File: src/rtl/spine_ingress_fifo_if.sv
// Spine ingress handshake bundle: upstream flit port plus head-of-line port toward the router.
// The master modport is the side that sources flits and consumes the head; slave is the FIFO.
interface spine_ingress_fifo_if #(
  parameter int DWIDTH = 16
);
  logic [DWIDTH-1:0] in_data;
  logic              in_valid;
  logic [5:0]        in_dest_addr;
  logic              in_ready;
  logic [DWIDTH-1:0] out_data;
  logic              out_valid;
  logic [5:0]        out_dest_addr;
  logic              out_ready;

  modport master (
    output in_data, in_valid, in_dest_addr, out_ready,
    input  in_ready, out_data, out_valid, out_dest_addr
  );

  modport slave (
    input  in_data, in_valid, in_dest_addr, out_ready,
    output in_ready, out_data, out_valid, out_dest_addr
  );
endinterface

File: src/rtl/spine_ingress_fifo.sv
// Per-spine-link show-ahead ingress FIFO with full/empty status and saturating stall/drop counters.
// Optional macro SPINE_INGRESS_DEST_CHECK_EN discards flits whose destination group is not local.
module spine_ingress_fifo #(
  parameter int         DWIDTH     = 16,
  parameter int         FIFO_DEPTH = 8,
  parameter logic [3:0] GROUP_ID   = 4'b0011,
  parameter int         STALL_CW   = 16
) (
  input  logic                          clk,
  input  logic                          reset,
  spine_ingress_fifo_if.slave           bus,
  output logic                          fifo_full,
  output logic                          fifo_empty,
  output logic [$clog2(FIFO_DEPTH):0]   occupancy,
  output logic [STALL_CW-1:0]           stall_count,
  output logic [7:0]                    drop_count
);

  localparam int AW = $clog2(FIFO_DEPTH);
  localparam int CW = AW + 1;
  localparam int EW = DWIDTH + 6;
  localparam logic [CW-1:0] DEPTH_C = CW'(FIFO_DEPTH);

  logic [EW-1:0]       r_mem [FIFO_DEPTH];
  logic [AW-1:0]       r_wr_ptr;
  logic [AW-1:0]       r_rd_ptr;
  logic [CW-1:0]       r_occ;
  logic [STALL_CW-1:0] r_stall_cnt;

  logic          w_full;
  logic          w_empty;
  logic          w_push;
  logic          w_pop;
  logic          w_write;
  logic          w_stall;
  logic [EW-1:0] w_head;

  assign w_full  = (r_occ == DEPTH_C);
  assign w_empty = (r_occ == '0);

  // Handshake ready only depends on registered occupancy, so a same-cycle pop never frees a slot.
  assign bus.in_ready = !w_full;
  assign w_push       = bus.in_valid & !w_full;
  assign w_pop        = !w_empty & bus.out_ready;
  assign w_stall      = bus.in_valid & w_full;

`ifdef SPINE_INGRESS_DEST_CHECK_EN
  logic       w_dest_ok;
  logic [7:0] r_drop_cnt;

  assign w_dest_ok = (bus.in_dest_addr[5:2] == GROUP_ID);
  assign w_write   = w_push & w_dest_ok;

  always_ff @(posedge clk) begin
    if (reset) begin
      r_drop_cnt <= '0;
    end else if (w_push && !w_dest_ok && r_drop_cnt != 8'hFF) begin
      r_drop_cnt <= r_drop_cnt + 8'd1;
    end
  end

  assign drop_count = r_drop_cnt;
`else
  assign w_write    = w_push;
  assign drop_count = '0;
`endif

  // Storage is intentionally left unreset; validity is tracked purely by occupancy.
  always_ff @(posedge clk) begin
    if (w_write) begin
      r_mem[r_wr_ptr] <= {bus.in_dest_addr, bus.in_data};
    end
  end

  always_ff @(posedge clk) begin
    if (reset) begin
      r_wr_ptr <= '0;
      r_rd_ptr <= '0;
      r_occ    <= '0;
    end else begin
      if (w_write) r_wr_ptr <= r_wr_ptr + AW'(1);
      if (w_pop)   r_rd_ptr <= r_rd_ptr + AW'(1);
      case ({w_write, w_pop})
        2'b10:   r_occ <= r_occ + CW'(1);
        2'b01:   r_occ <= r_occ - CW'(1);
        default: r_occ <= r_occ;
      endcase
    end
  end

  always_ff @(posedge clk) begin
    if (reset) begin
      r_stall_cnt <= '0;
    end else if (w_stall && r_stall_cnt != '1) begin
      r_stall_cnt <= r_stall_cnt + STALL_CW'(1);
    end
  end

  assign w_head            = w_empty ? '0 : r_mem[r_rd_ptr];
  assign bus.out_valid     = !w_empty;
  assign bus.out_data      = w_head[DWIDTH-1:0];
  assign bus.out_dest_addr = w_head[EW-1:DWIDTH];

  assign fifo_full   = w_full;
  assign fifo_empty  = w_empty;
  assign occupancy   = r_occ;
  assign stall_count = r_stall_cnt;

endmodule

File: src/flat_wrapper.sv
// flat-port wrapper written by rule: the top's interface ports become plain ports
module spine_ingress_fifo_flat 
#(
  parameter int         DWIDTH     = 16,
  parameter int         FIFO_DEPTH = 8,
  parameter logic [3:0] GROUP_ID   = 4'b0011,
  parameter int         STALL_CW   = 16
)
  (clk, reset, fifo_full, fifo_empty, occupancy, stall_count, drop_count, bus_in_data, bus_in_valid, bus_in_dest_addr, bus_out_ready, bus_in_ready, bus_out_data, bus_out_valid, bus_out_dest_addr);
  spine_ingress_fifo_if #(.DWIDTH(DWIDTH)) bus_i ();
  input  logic clk;
  input  logic reset;
  output logic fifo_full;
  output logic fifo_empty;
  output logic [$clog2(FIFO_DEPTH):0] occupancy;
  output logic [STALL_CW-1:0] stall_count;
  output logic [7:0] drop_count;
  input wire logic [$bits(bus_i.in_data)-1:0] bus_in_data;
  input wire logic [$bits(bus_i.in_valid)-1:0] bus_in_valid;
  input wire logic [$bits(bus_i.in_dest_addr)-1:0] bus_in_dest_addr;
  input wire logic [$bits(bus_i.out_ready)-1:0] bus_out_ready;
  output wire logic [$bits(bus_i.in_ready)-1:0] bus_in_ready;
  output wire logic [$bits(bus_i.out_data)-1:0] bus_out_data;
  output wire logic [$bits(bus_i.out_valid)-1:0] bus_out_valid;
  output wire logic [$bits(bus_i.out_dest_addr)-1:0] bus_out_dest_addr;
  assign bus_i.in_data = bus_in_data;
  assign bus_i.in_valid = bus_in_valid;
  assign bus_i.in_dest_addr = bus_in_dest_addr;
  assign bus_i.out_ready = bus_out_ready;
  assign bus_in_ready = bus_i.in_ready;
  assign bus_out_data = bus_i.out_data;
  assign bus_out_valid = bus_i.out_valid;
  assign bus_out_dest_addr = bus_i.out_dest_addr;
  spine_ingress_fifo #(.DWIDTH(DWIDTH), .FIFO_DEPTH(FIFO_DEPTH), .GROUP_ID(GROUP_ID), .STALL_CW(STALL_CW)) u_core (.clk(clk), .reset(reset), .bus(bus_i), .fifo_full(fifo_full), .fifo_empty(fifo_empty), .occupancy(occupancy), .stall_count(stall_count), .drop_count(drop_count));
endmodule
File: config.mk
export PLATFORM = sky130hd
export DESIGN_NAME = spine_ingress_fifo_flat
export DESIGN_NICKNAME = d
export VERILOG_FILES = /design/src/rtl/spine_ingress_fifo_if.sv /design/src/rtl/spine_ingress_fifo.sv /design/src/flat_wrapper.sv
export SDC_FILE = /design/constraint.sdc
export NUM_CORES = 1
export LEC_CHECK = 0
export CAP_MARGIN = 20
export CORE_UTILIZATION = 61
export DETAILED_ROUTE_END_ITERATION = 7
export PLACE_DENSITY = 0.93
export SKIP_LAST_GASP = 1
export SYNTH_ARGS = -nofsm -noshare
export SYNTH_HDL_FRONTEND = slang
export SYNTH_SLANG_ARGS = --single-unit
File: constraint.sdc
create_clock -name clk -period 4.5 [get_ports clk]
set_input_delay 0.675 -clock clk [delete_from_list [all_inputs] [get_ports clk]]
set_output_delay 0.675 -clock clk [all_outputs]
set_load 0.1 [all_outputs]
* After elaboration in Yosys (flattened, before gate mapping) *
Memory sizes are Yosys's and may differ from the RTL's. A register that Yosys moved wholly into a read port is not among the register bits.
Cells that the tools add are included.
Widths: inputs -> output; s select.

storage, ports and cells
  memories = 1
  memory bits (read-only) = 0
  flip-flop bits (word level) = 26
  latch bits = 0
  output and inout port bits = 54
  RAM bits = 176

cells by class
  divide/modulo/power cells = 0
  shift-type cells = 0
  equality and inequality tests = 4
  bitwise logic cells = 3
  multipliers = 0
  order comparisons = 0
  add/subtract/negate cells = 5
  reductions and logical operators = 5
  mux-type cells = 6

memories
  name          depth  width  rd ports  clocked after memory_dff  write ports  line                      source
  u_core.r_mem  8      22     1         1                         1            spine_ingress_fifo.sv:24  logic [EW-1:0] r_mem [FIFO_DEPTH];

operators by type and width
  operator               count
  $mux 22                1
  $add 16x1->16 const B  1
  $ne 16x16->1 const B   1
  $pmux 4 s2             1
  $add 3x1->3 const B    2
  $mux 3                 2
  $add 4x1->4 const B    1
  $eq 4x4->1 const B     1
  $logic_not 4->1        1
  $sub 4x1->4 const B    1
  $and 1x1->1            3
  $eq 2x1->1 const B     1
  $eq 2x2->1 const B     1
  $logic_not 1->1        2
  $mux 1                 2
  $reduce_bool 2->1      1
  $logic_and 1x1->1      1

* Depth between registers and ports, before layout *
Gate-level depths: netlist of run 1.

  depth in word-level cells = 5
  mapped depth = 10
  depth with buffers taken out = 9

* Worst setup path before layout of run 1 *
OpenSTA, ideal clock, no wires.

  path kind = register to output
  start = reg u_core.r_occ[0], in the netlist u_core.occupancy[0]
  end = out bus_out_data[12]
  cell stages (with the launch flop) = 5
  path buffers = 1
  setup slack = -0.440 ns
  data arrival time = 4.265 ns
  cell sequence = dfxtp_1 > or4_1 > inv_1 > buf_1 > nor2_1

on the way
  longest elaborated chain between the ends = 2

RTL lines
  what                    line                      source
  start, declared         spine_ingress_fifo.sv:27  logic [CW-1:0] r_occ;
  start signal, assigned  spine_ingress_fifo.sv:84  2'b10: r_occ <= r_occ + CW'(1);
  start signal, assigned  spine_ingress_fifo.sv:85  2'b01: r_occ <= r_occ - CW'(1);
  start signal, assigned  spine_ingress_fifo.sv:86  default: r_occ <= r_occ;
  $logic_not 4->1         spine_ingress_fifo.sv:39  assign w_empty = (r_occ == '0);
  named net fifo_empty    flat_wrapper.sv:14        output logic fifo_empty;
  $mux 22                 spine_ingress_fifo.sv:99  assign w_head = w_empty ? '0 : r_mem[r_rd_ptr];
  end, declared           flat_wrapper.sv:23        output wire logic [$bits(bus_i.out_data)-1:0] bus_out_data;

The timed path passes the listed nets, and every way through them passes these cells.

==> impl_metrics.py, run 1 <==
metrics = {
    "drt": {
        "via_per_inst": 6.33,
        "wl_met2_um": 9260,
        "ant_nets": 0,
        "wl_met3_um": 1280,
        "wl_um": 17600,
        "drt-met1-wl_um": 6690,
        "drc": 0,
        "top_layer": "met4",
        "avgRoutedWirePerCell_um": 24.1,
        "num_vias": 4625,
        "drt-initial-drc-count": 369,
        "first_pass_iters": 5,
    },
    "worst_setup_path": {
        "crit_family": "buffers and inverters",
        "crit_cells": 5,
        "setup.worst_path.start_class": "register",
        "required_ns": 3.83,
        "critPathArrivalTime_ns": 3.24,
        "cpMaxStageDelayCell": "clkdlybuf4s50_1",
        "rrSetupSlack_ns": 1.74,
        "crit_path_end_kind": "output pin",
        "path_cells": "buf_4, mux4_2, mux2i_1, nor2_1, clkdlybuf4s50_1",
        "critPathMaxFanout": 28,
        "r2r-end": "u_core.occupancy[2]$_SDFFE_PP0P_",
        "critPathBufInv": 2,
        "r2r.worst_path.cells": 9,
        "worst-setup-path-type": "register to output pin",
        "critPathMaxStageDelay_ns": 1.17,
        "regToRegStartpoint": "u_core.occupancy[0]$_SDFFE_PP0P_",
        "crit_end": "bus_out_data[6]",
    },
    "final_layout": {
        "finalNonFillerCells": 731,
        "drive_gt1_share_pct": 19.5,
        "fin_nets": 579,
        "regArea_um2": 5870,
        "layout_commonest_cell": "edfxtp_1",
        "diodes": 0,
        "syn_to_final_growth_pct": 19.1,
        "post-route-util_pct": 75.8,
        "multi_input_area_um2": 2210,
        "layout_common_cells": "176 x edfxtp_1, 65 x clkdlybuf4s50_1, 44 x mux4_2",
        "fillers": 709,
    },
    "placed_design": {
        "routabilityCongestion": 0.731,
        "placed_cells": 696,
        "port_buffers": 71,
        "hpwl_um": 10100,
    },
    "timing": {
        "slew_violations": 0,
        "min_period_ns": 3.92,
        "fin_skew_ns": 0.00994,
        "slew_headroom_pct": 28.8,
        "setup_viol": 0,
        "rsz0062_at_grt": "false",
        "tightest_slew_ns": 1.06,
        "hold-worst-slack_ns": 0.502,
        "hold_viol": 0,
        "fmax_mhz": 255,
        "post-route-period-util_pct": 87.0,
    },
    "clock_tree": {
        "clkSlewWorstSetupHoldPaths_ns": 0.06,
        "cts_root_buffer": "clkbuf_16",
        "post_cts_resize_count": 0,
        "insertion_delay_ns": 0.48,
        "clock_sinks": 205,
        "holdBufCountCts": 0,
        "cts_max_level": 1,
        "clk_path_buf_depth": 3,
        "numCtsBuffers": 20,
        "post-cts-setup-buffers": 0,
        "tritoncts": "yes",
    },
    "die": {
        "rows": 41,
        "dieArea_um2": 13900,
        "core_um2": 12900,
        "io_pins": 80,
        "die_w_um": 118,
        "start_util_pct": 63.7,
        "die_y_um": 118,
    },
    "logic_synthesis": {
        "ys_warn_count": 0,
        "seq_area_frac_synth_pct": 71.5,
        "synth.cell_area_um2": 8200,
        "synth_cell_types": 42,
        "synth_top_family_by_area": "multiplexers",
        "yosys.area_share.xor_xnor_pct": 0.641,
        "syn_inst": 460,
        "synthTopCellsByArea": "edfxtp_1 64%, mux4_2 12%, dfxtp_1 7.1%",
        "synth_compound_area_share_pct": 2.72,
        "synth-seq-cells": 205,
        "synth-simple-area-share_pct": 6.61,
        "avgSynthCellArea_um2": 17.8,
        "synth_mux_area_share_pct": 15.3,
        "yosysTopAreaCellShare_pct": 64.4,
        "synthAdderAreaFrac_pct": 0.915,
        "yosys.area.top_type": "edfxtp_1",
    },
    "power_and_ir_drop": {
        "p_leak_uw": 0.00309,
        "p_per_area_nw_per_um2": 665,
        "peakVddDrop_uv": 783,
        "power.total_uw": 6490,
    },
    "global_route": {
        "antenna_found_initial": 0,
        "grt_max_degree": 31,
        "grt_pass1_vias": 4792,
        "grt_first_pass_wirelength_um": 26800,
        "grt.total_usage_pct": 25.8,
        "grt_overflow": 0,
    },
    "hold_path": {
        "hp-class": "register to register",
    },
    "run_status": {
        "status": "finished clean",
    },
    "run": {
        "cap_violations": 0,
    },
}
[sequential cells by signal, indices dropped and copies added (netlist names), named ones only]
name,cells
u_core.r_rd_ptr,3
u_core.stall_count,16
u_core.r_wr_ptr,3
u_core.occupancy,4
u_core.r_mem,176
[tightest hold or removal path, cell delays in order (launching register included)]
cell	delay (ns)
dfxtp_1	0.33
nand2_1	0.07
a21oi_1	0.06
[logic make-up (layout without fill, tap and decap cells)]
family                   count (synthesis)  in the layout
flip-flops                             205            205
AND/OR/NAND/NOR                        100            100
multiplexers                            70             70
AO/OA/AOI/OAI                           38             38
buffers and inverters                   34            126
adder cells (fa/ha/maj)                  6              6
XOR/XNOR                                 6              6
other                                    1              8
[Yosys cell counts (all sizes together)]
| master | number |
|---|---|
| nor4b | 1 |
| nand4 | 6 |
| edfxtp | 176 |
| nand2b | 4 |
| dfxtp | 29 |
| nand4b | 1 |
| and3 | 1 |
| xor2 | 5 |
| mux4 | 44 |
| or3b | 1 |
| mux2i | 24 |
| o31ai | 11 |
| o21bai | 1 |
| mux2 | 2 |
| a21oi | 20 |
| or2 | 2 |
| nor4 | 1 |
| xnor2 | 1 |
| clkinv | 1 |
| nor2b | 2 |
| conb | 1 |
| a211oi | 1 |
| nand2 | 10 |
| ha | 6 |
| nand3 | 9 |
| or3 | 4 |
| and4 | 3 |
| o21ai | 5 |
| nor2 | 38 |
| or4 | 11 |
| buf | 21 |
| nor3 | 3 |
| clkbuf | 9 |
| or4b | 1 |
| and2 | 1 |
| inv | 3 |
| nand3b | 1 |
[cell type report]
cell class / instances / area share (%)
clock inverters: 8 / 0.589
repair buffers: 88 / 8.56
multi-input cells: 228 / 22.6
inverters: 4 / 0.282
flip-flops and latches: 205 / 60.1
clock buffers: 26 / 5.68
well taps: 172 / 2.20
[where the power goes]
part           switching [uW]  internal (uW)
registers                77.5           2180
clock network             652            918
logic                    1920            744
total                    2650           3840
[layer usage]
layer / global-route usage [%] / up-vias
li1: - / 1994
met1: 32.8 / 2375
met2: 45.5 / 226
met3: 4.55 / 30
met4: 7.21 / 0
met5: 0 / -
[metrics by stage]
stage / setup TNS, ns / setup WS [ns] / cell area [um^2]
2_1_floorplan: -3.96 / -0.440 / 8230
3_3_place_gp: 0 / 1.21 / 9150
3_5_place_dp: 0 / 1.18 / 9150
4_1_cts: 0 / 0.550 / 9760
5_1_grt: 0 / 0.475 / 9770
6_report: 0 / 0.585 / 9770
[worst min path at each step]
| stage | from | endpoint | slack (ns) | cells past startpoint |
|---|---|---|---|---|
| after floorplan | u_core.r_wr_ptr[0]$_SDFFE_PP0P_ | u_core.r_wr_ptr[0]$_SDFFE_PP0P_ | 0.46 | 2 |
| after global placement | u_core.stall_count[7]$_SDFFE_PP0P_ | u_core.stall_count[7]$_SDFFE_PP0P_ | 0.47 | 2 |
| after detailed placement | u_core.r_wr_ptr[0]$_SDFFE_PP0P_ | u_core.r_wr_ptr[0]$_SDFFE_PP0P_ | 0.49 | 2 |
| after CTS | u_core.r_wr_ptr[0]$_SDFFE_PP0P_ | u_core.r_wr_ptr[0]$_SDFFE_PP0P_ | 0.50 | 2 |
| after global routing | u_core.r_wr_ptr[0]$_SDFFE_PP0P_ | u_core.r_wr_ptr[0]$_SDFFE_PP0P_ | 0.54 | 2 |
| final | u_core.r_wr_ptr[0]$_SDFFE_PP0P_ | u_core.r_wr_ptr[0]$_SDFFE_PP0P_ | 0.50 | 2 |
Power figures use the tool's default switching activity.
==> inputs of run 2 (changes only) <==
- RECOVER_POWER: unset -> 100
==> run 2 against run 1 <==
- the run now ends with max-capacitance violations, max-slew violations left
- largest cell class unchanged
- non-clock buffer count is the same
- clock-buffer cell count unchanged
- clock skew decreased by 0.0025 ns
- register-to-register slack got worse by 0.59 ns
- critical path depth is the same
- maximum frequency fell by 3.4%
- clock power about the same
==> impl_metrics.py, run 2 (synthesis gave the netlist of run 1 again) <==
metrics = {
    "run_status": {
        "status": "finished, violations left",
        "failed_checks": "max-capacitance violations, max-slew violations",
    },
    "clock_tree": {
        "clock_sinks": 205,
        "holdBufCountCts": 0,
        "clk_path_buf_depth": 3,
        "post-cts-setup-buffers": 0,
        "cts_max_level": 1,
        "numCtsBuffers": 20,
        "post_cts_resize_count": 0,
        "clkSlewWorstSetupHoldPaths_ns": 0.06,
        "insertion_delay_ns": 0.48,
        "cts_root_buffer": "clkbuf_16",
        "tritoncts": "yes",
    },
    "global_route": {
        "antenna_found_initial": 1,
        "grt_overflow": 0,
        "grt_use_met3_pct": 4.55,
        "met1_usage_pct": 32.8,
        "grt_first_pass_wirelength_um": 26800,
        "grt.total_usage_pct": 25.8,
        "met2_usage_pct": 45.5,
        "grt-busiest-layer": "met2",
        "grt_max_degree": 31,
        "grt_pass1_vias": 4792,
    },
    "worst_setup_path": {
        "critPathMaxStageDelay_ns": 1.20,
        "critPathMaxFanout": 28,
        "cpMaxStageDelayCell": "dlygate4sd3_1",
        "setup.worst_path.start_class": "register",
        "crit_path_end_kind": "output pin",
        "worst-setup-path-type": "register to output pin",
        "required_ns": 3.83,
        "path_cells": "clkbuf_1, mux4_2, mux2i_1, nor2_1, dlygate4sd3_1",
        "critPathArrivalTime_ns": 3.38,
    },
    "run": {
        "cap_violations": 2,
    },
    "placed_design": {
        "routabilityCongestion": 0.731,
        "placed_area_um2": 9150,
        "port_buffers": 71,
        "hpwl_um": 10100,
    },
    "timing": {
        "min_period_ns": 4.05,
        "fmax_mhz": 247,
        "setup_viol": 0,
        "fin_skew_ns": 0.00740,
        "tightest_slew_ns": 1.56,
        "rsz0062_at_grt": "false",
        "hold-worst-slack_ns": 0.499,
        "post-route-period-util_pct": 90.0,
        "hold_viol": 0,
        "slew_headroom_pct": -4.28,
        "slew_violations": 46,
    },
    "die": {
        "rows": 41,
        "io_pins": 80,
        "dieArea_um2": 13900,
        "start_util_pct": 63.7,
        "die_y_um": 118,
        "die_w_um": 118,
        "core_um2": 12900,
    },
    "power_and_ir_drop": {
        "p_per_area_nw_per_um2": 662,
        "p_leak_uw": 0.00311,
        "peakVddDrop_uv": 760,
        "power.total_uw": 6400,
    },
    "final_layout": {
        "syn_to_final_growth_pct": 17.9,
        "fin_nets": 579,
        "layout_commonest_cell": "edfxtp_1",
        "finalInstanceArea_um2": 9660,
        "diodes": 0,
        "drive_gt1_share_pct": 15.4,
        "top_register": "u_core.r_mem",
        "fillers": 734,
        "largest_register_ffs": 176,
        "layout_common_cells": "176 x edfxtp_1, 62 x dlygate4sd3_1, 44 x mux4_2",
    },
    "drt": {
        "via_per_inst": 6.28,
        "first_pass_iters": 5,
        "ant_nets": 0,
        "drc": 0,
        "wl_um": 17600,
        "num_vias": 4588,
        "drt-initial-drc-count": 391,
        "avgRoutedWirePerCell_um": 24.1,
    },
    "hold_path": {
        "hp-class": "register to register",
    },
}
run 2: cell type report:
type	instances	area, um^2	area share, %
clock inverter	8	57.6	0.596
tap	172	215	2.23
timing repair buffer	88	783	8.10
inverter	4	16.3	0.168
multi-input combinational	228	2170	22.4
clock buffer	26	554	5.74
sequential	205	5870	60.7
run 2: critical path, delay by kind of cell (launching register included):
family	cells	cell delay, ns
buf+inv	2	1.65
flops	1	0.80
mux	2	0.35
simple gates	1	0.09
run 2: final timing paths:
path,endpoint,cells past startpoint,startpoint,slack [ns]
setup reg to reg,u_core.r_mem[6][1]$_DFFE_PP_,5,u_core.occupancy[1]$_SDFFE_PP0P_,1.15
hold reg to reg,u_core.r_wr_ptr[0]$_SDFFE_PP0P_,2,u_core.r_wr_ptr[0]$_SDFFE_PP0P_,0.50
hold / removal,u_core.r_wr_ptr[0]$_SDFFE_PP0P_,2,u_core.r_wr_ptr[0]$_SDFFE_PP0P_,0.50
setup / recovery,bus_out_data[4],5,register,0.45
run 2: power by group:
part / switching, uW / leakage [uW] / internal (uW)
sequential: 76.5 / 0.00183 / 2180
combinational: 1910 / 0.000983 / 665
clock: 653 / 0.000298 / 919
total: 2640 / 0.00311 / 3770
run 2: routing by layer:
| metal | routed length [um] | vias up | part of all wire [%] |
|---|---|---|---|
| met5 | 10 | - | 0.057 |
| met4 | 408 | 2 | 2.3 |
| met3 | 1180 | 39 | 6.7 |
| met2 | 9250 | 222 | 52 |
| met1 | 6780 | 2330 | 38 |
| li1 | - | 1995 | - |
run 2: through the flow:
| stage | util, % | setup slack [ns] | TNS [ns] | std cells |
|---|---|---|---|---|
| global route | 75.1 | 0.241 | 0 | 731 |
| finish | 75.1 | 0.449 | 0 | 731 |
| global placement | 71.0 | 1.21 | 0 | 696 |
| floorplan | - | -0.440 | -3.96 | 467 |
| detailed placement | 71.0 | 1.18 | 0 | 696 |
| CTS | 75.8 | 0.550 | 0 | 730 |
==> inputs of run 3 (changes only) <==
- ABC_AREA: unset -> 1
- CORE_UTILIZATION: 61 -> 62
- PLACE_DENSITY: 0.93 -> 0.94
==> run 3 against run 2 <==
- the flow still finishes with violations (max-capacitance violations, max-slew violations)
- critical path depth up 1
- global-route usage up 2.0 points
- cell area up 3.3%
- utilization down 0.55 points
- via count up 36%
- non-clock buffer count down 1
- die area up 3.5%
- sequential power up 2%
==> impl_metrics.py, run 3 <==
metrics = {
    "placed_design": {
        "routabilityCongestion": 0.879,
        "hpwl_um": 11100,
        "port_buffers": 71,
        "placed_cells": 1006,
        "pre_cts_slack_ns": 1.53,
    },
    "worst_setup_path": {
        "critPathMaxStageDelay_ns": 0.88,
        "critPathMaxFanout": 42,
        "path_cells": "inv_1, o21ai_0, o22ai_1, nor2_1, nor2_1, clkbuf_1",
        "crit_top_cell": "nor2_1",
        "required_ns": 3.83,
        "crit_path_end_kind": "output pin",
        "crit_family": "buffers and inverters",
        "setup.worst_path.start_class": "register",
        "critPathBufInv": 2,
        "worst-setup-path-type": "register to output pin",
        "cpMaxStageDelayCell": "clkbuf_1",
        "critPathArrivalTime_ns": 3.27,
    },
    "logic_synthesis": {
        "synth_mux_area_share_pct": 0,
        "synth_compound_area_share_pct": 10.6,
        "synthAdderAreaFrac_pct": 0.870,
        "seq_area_frac_synth_pct": 68.0,
        "ys_warn_count": 0,
        "synth_flop_cell": "edfxtp_1",
        "yosys.area_share.xor_xnor_pct": 0.913,
        "synth.cell_area_um2": 8630,
        "synth-seq-cells": 205,
        "yosys.area.top_type": "edfxtp_1",
        "synth-simple-area-share_pct": 15.2,
        "synth.most_common_cell": "nor2_1",
        "synth_cell_types": 34,
        "synthTopCellsByArea": "edfxtp_1 61%, nor2_1 8.7%, dfxtp_1 6.7%",
        "synth-edff-count": 176,
        "async_flop_share_pct": 0,
        "synth_top_family_by_area": "simple AND/OR/NAND/NOR gates",
        "synth_common_cells": "199 x nor2_1, 176 x edfxtp_1, 92 x o21ai_0",
        "syn_inst": 784,
        "avgSynthCellArea_um2": 11.0,
        "yosysTopAreaCellShare_pct": 61.2,
    },
    "timing": {
        "tightest_slew_ns": 1.70,
        "min_period_ns": 3.94,
        "slew_violations": 138,
        "tns_ns": 0,
        "hold_viol": 0,
        "fmax_mhz": 254,
        "post-route-period-util_pct": 87.6,
        "rsz0062_at_grt": "false",
        "fin_skew_ns": 0.0259,
        "slew_headroom_pct": -13.0,
        "setup_ws_ns": 0.557,
        "setup_viol": 0,
    },
    "power_and_ir_drop": {
        "p_leak_uw": 0.00358,
        "p_per_area_nw_per_um2": 702,
        "peakVddDrop_uv": 469,
        "power.total_uw": 7010,
    },
    "run": {
        "cap_violations": 6,
    },
    "drt": {
        "drc": 0,
        "wl_um": 20000,
        "drt-initial-drc-count": 899,
        "num_vias": 6251,
        "via_per_inst": 5.99,
        "avgRoutedWirePerCell_um": 19.2,
        "first_pass_iters": 5,
        "ant_nets": 0,
    },
    "final_layout": {
        "layout_common_cells": "188 x nor2_1, 176 x edfxtp_1, 93 x o21ai_0",
        "post-route-util_pct": 74.5,
        "top_register": "u_core.r_mem",
        "layout_commonest_cell": "nor2_1",
        "largest_register_ffs": 176,
        "finalNonFillerCells": 1043,
        "drive_gt1_share_pct": 9.92,
        "syn_to_final_growth_pct": 15.7,
        "diodes": 0,
        "fin_nets": 885,
    },
    "global_route": {
        "grt.total_usage_pct": 27.8,
        "grt_overflow": 0,
        "grt_max_degree": 89,
        "grt_pass1_vias": 6036,
        "antenna_found_initial": 1,
        "grt_first_pass_wirelength_um": 30800,
    },
    "hold_path": {
        "hp-class": "register to register",
    },
    "clock_tree": {
        "clk_path_buf_depth": 3,
        "post-cts-setup-buffers": 0,
        "cts_max_level": 1,
        "clock_sinks": 205,
        "clkSlewWorstSetupHoldPaths_ns": 0.06,
        "tritoncts": "yes",
        "numCtsBuffers": 20,
        "holdBufCountCts": 0,
        "cts_root_buffer": "clkbuf_16",
        "post_cts_resize_count": 0,
        "insertion_delay_ns": 0.50,
    },
    "die": {
        "dieArea_um2": 14400,
        "die_w_um": 120,
        "io_pins": 80,
        "rows": 42,
        "start_util_pct": 64.4,
        "core_um2": 13400,
        "die_y_um": 120,
    },
    "run_status": {
        "failed_checks": "max-capacitance violations, max-slew violations",
        "status": "finished, violations left",
    },
}
==> run 3: cell count changes after synthesis, moves of 14 or more <==
cell	previous run	this run
clkbuf_1	9	23
inv_1	3	33
mux2i_1	24	0
mux4_2	44	0
nand2_1	9	85
nor2_1	38	199
o211ai_1	0	22
o21ai_0	5	92
o22ai_1	0	22
==> run 3: worst paths after layout <==
kind | end | startpoint | depth (start not counted) | slack, ns
max | bus_out_data[3] | register | 6 | 0.56
min | u_core.r_wr_ptr[0]$_SDFFE_PP0P_ | u_core.r_wr_ptr[0]$_SDFFE_PP0P_ | 2 | 0.49
max reg2reg | u_core.occupancy[2]$_SDFFE_PP0P_ | u_core.occupancy[3]$_SDFFE_PP0P_ | 14 | 1.19
min reg2reg | u_core.r_wr_ptr[0]$_SDFFE_PP0P_ | u_core.r_wr_ptr[0]$_SDFFE_PP0P_ | 2 | 0.49
==> run 3: per-layer routing <==
layer  GRT usage, %  wire (um)  vias to the layer above
met3           4.80       1720                       57
met1           34.9       7540                     2965
li1               -          -                     2836
met2           47.9      10100                      391
met4           11.3        559                        2
met5              0         13                        -
==> run 3: layout make-up <==
| cell class | count | area (um^2) |
|---|---|---|
| Timing Repair Buffer | 87 | 706 |
| Fill cell | 824 | 3420 |
| Tap cell | 176 | 220 |
| Clock buffer | 26 | 543 |
| Sequential cell | 205 | 5870 |
| Inverter | 36 | 140 |
| Clock inverter | 10 | 85.1 |
| Multi-Input combinational cell | 503 | 2420 |
==> run 3: tightest hold or removal path, cell delays in order, from the launching register on <==
cell	delay, ns
dfxtp_1	0.33
nand2_1	0.07
a21oi_1	0.05
==> run 3: power breakdown <==
group | total [uW] | leakage [uW] | internal [uW] | switching, uW
registers | 2300 | 0.00183 | 2200 | 101
clock network | 1600 | 0.000307 | 913 | 684
logic | 3110 | 0.00144 | 565 | 2550
total | 7010 | 0.00358 | 3680 | 3330
==> run 3: kinds of logic after synthesis <==
family	Yosys count
simple gates	320
flops	205
xor+xnor	9
other cells	1
buf+inv	83
compound gates	160
fa+ha+maj	6
==> run 3: through the flow <==
| step | cell area [um^2] | hold slack, ns |
|---|---|---|
| global route | 9980 | 0.525 |
| detailed placement | 9440 | 0.472 |
| finish | 9980 | 0.494 |
| CTS | 10100 | 0.485 |
| floorplan | 8680 | 0.448 |
| global placement | 9440 | 0.464 |
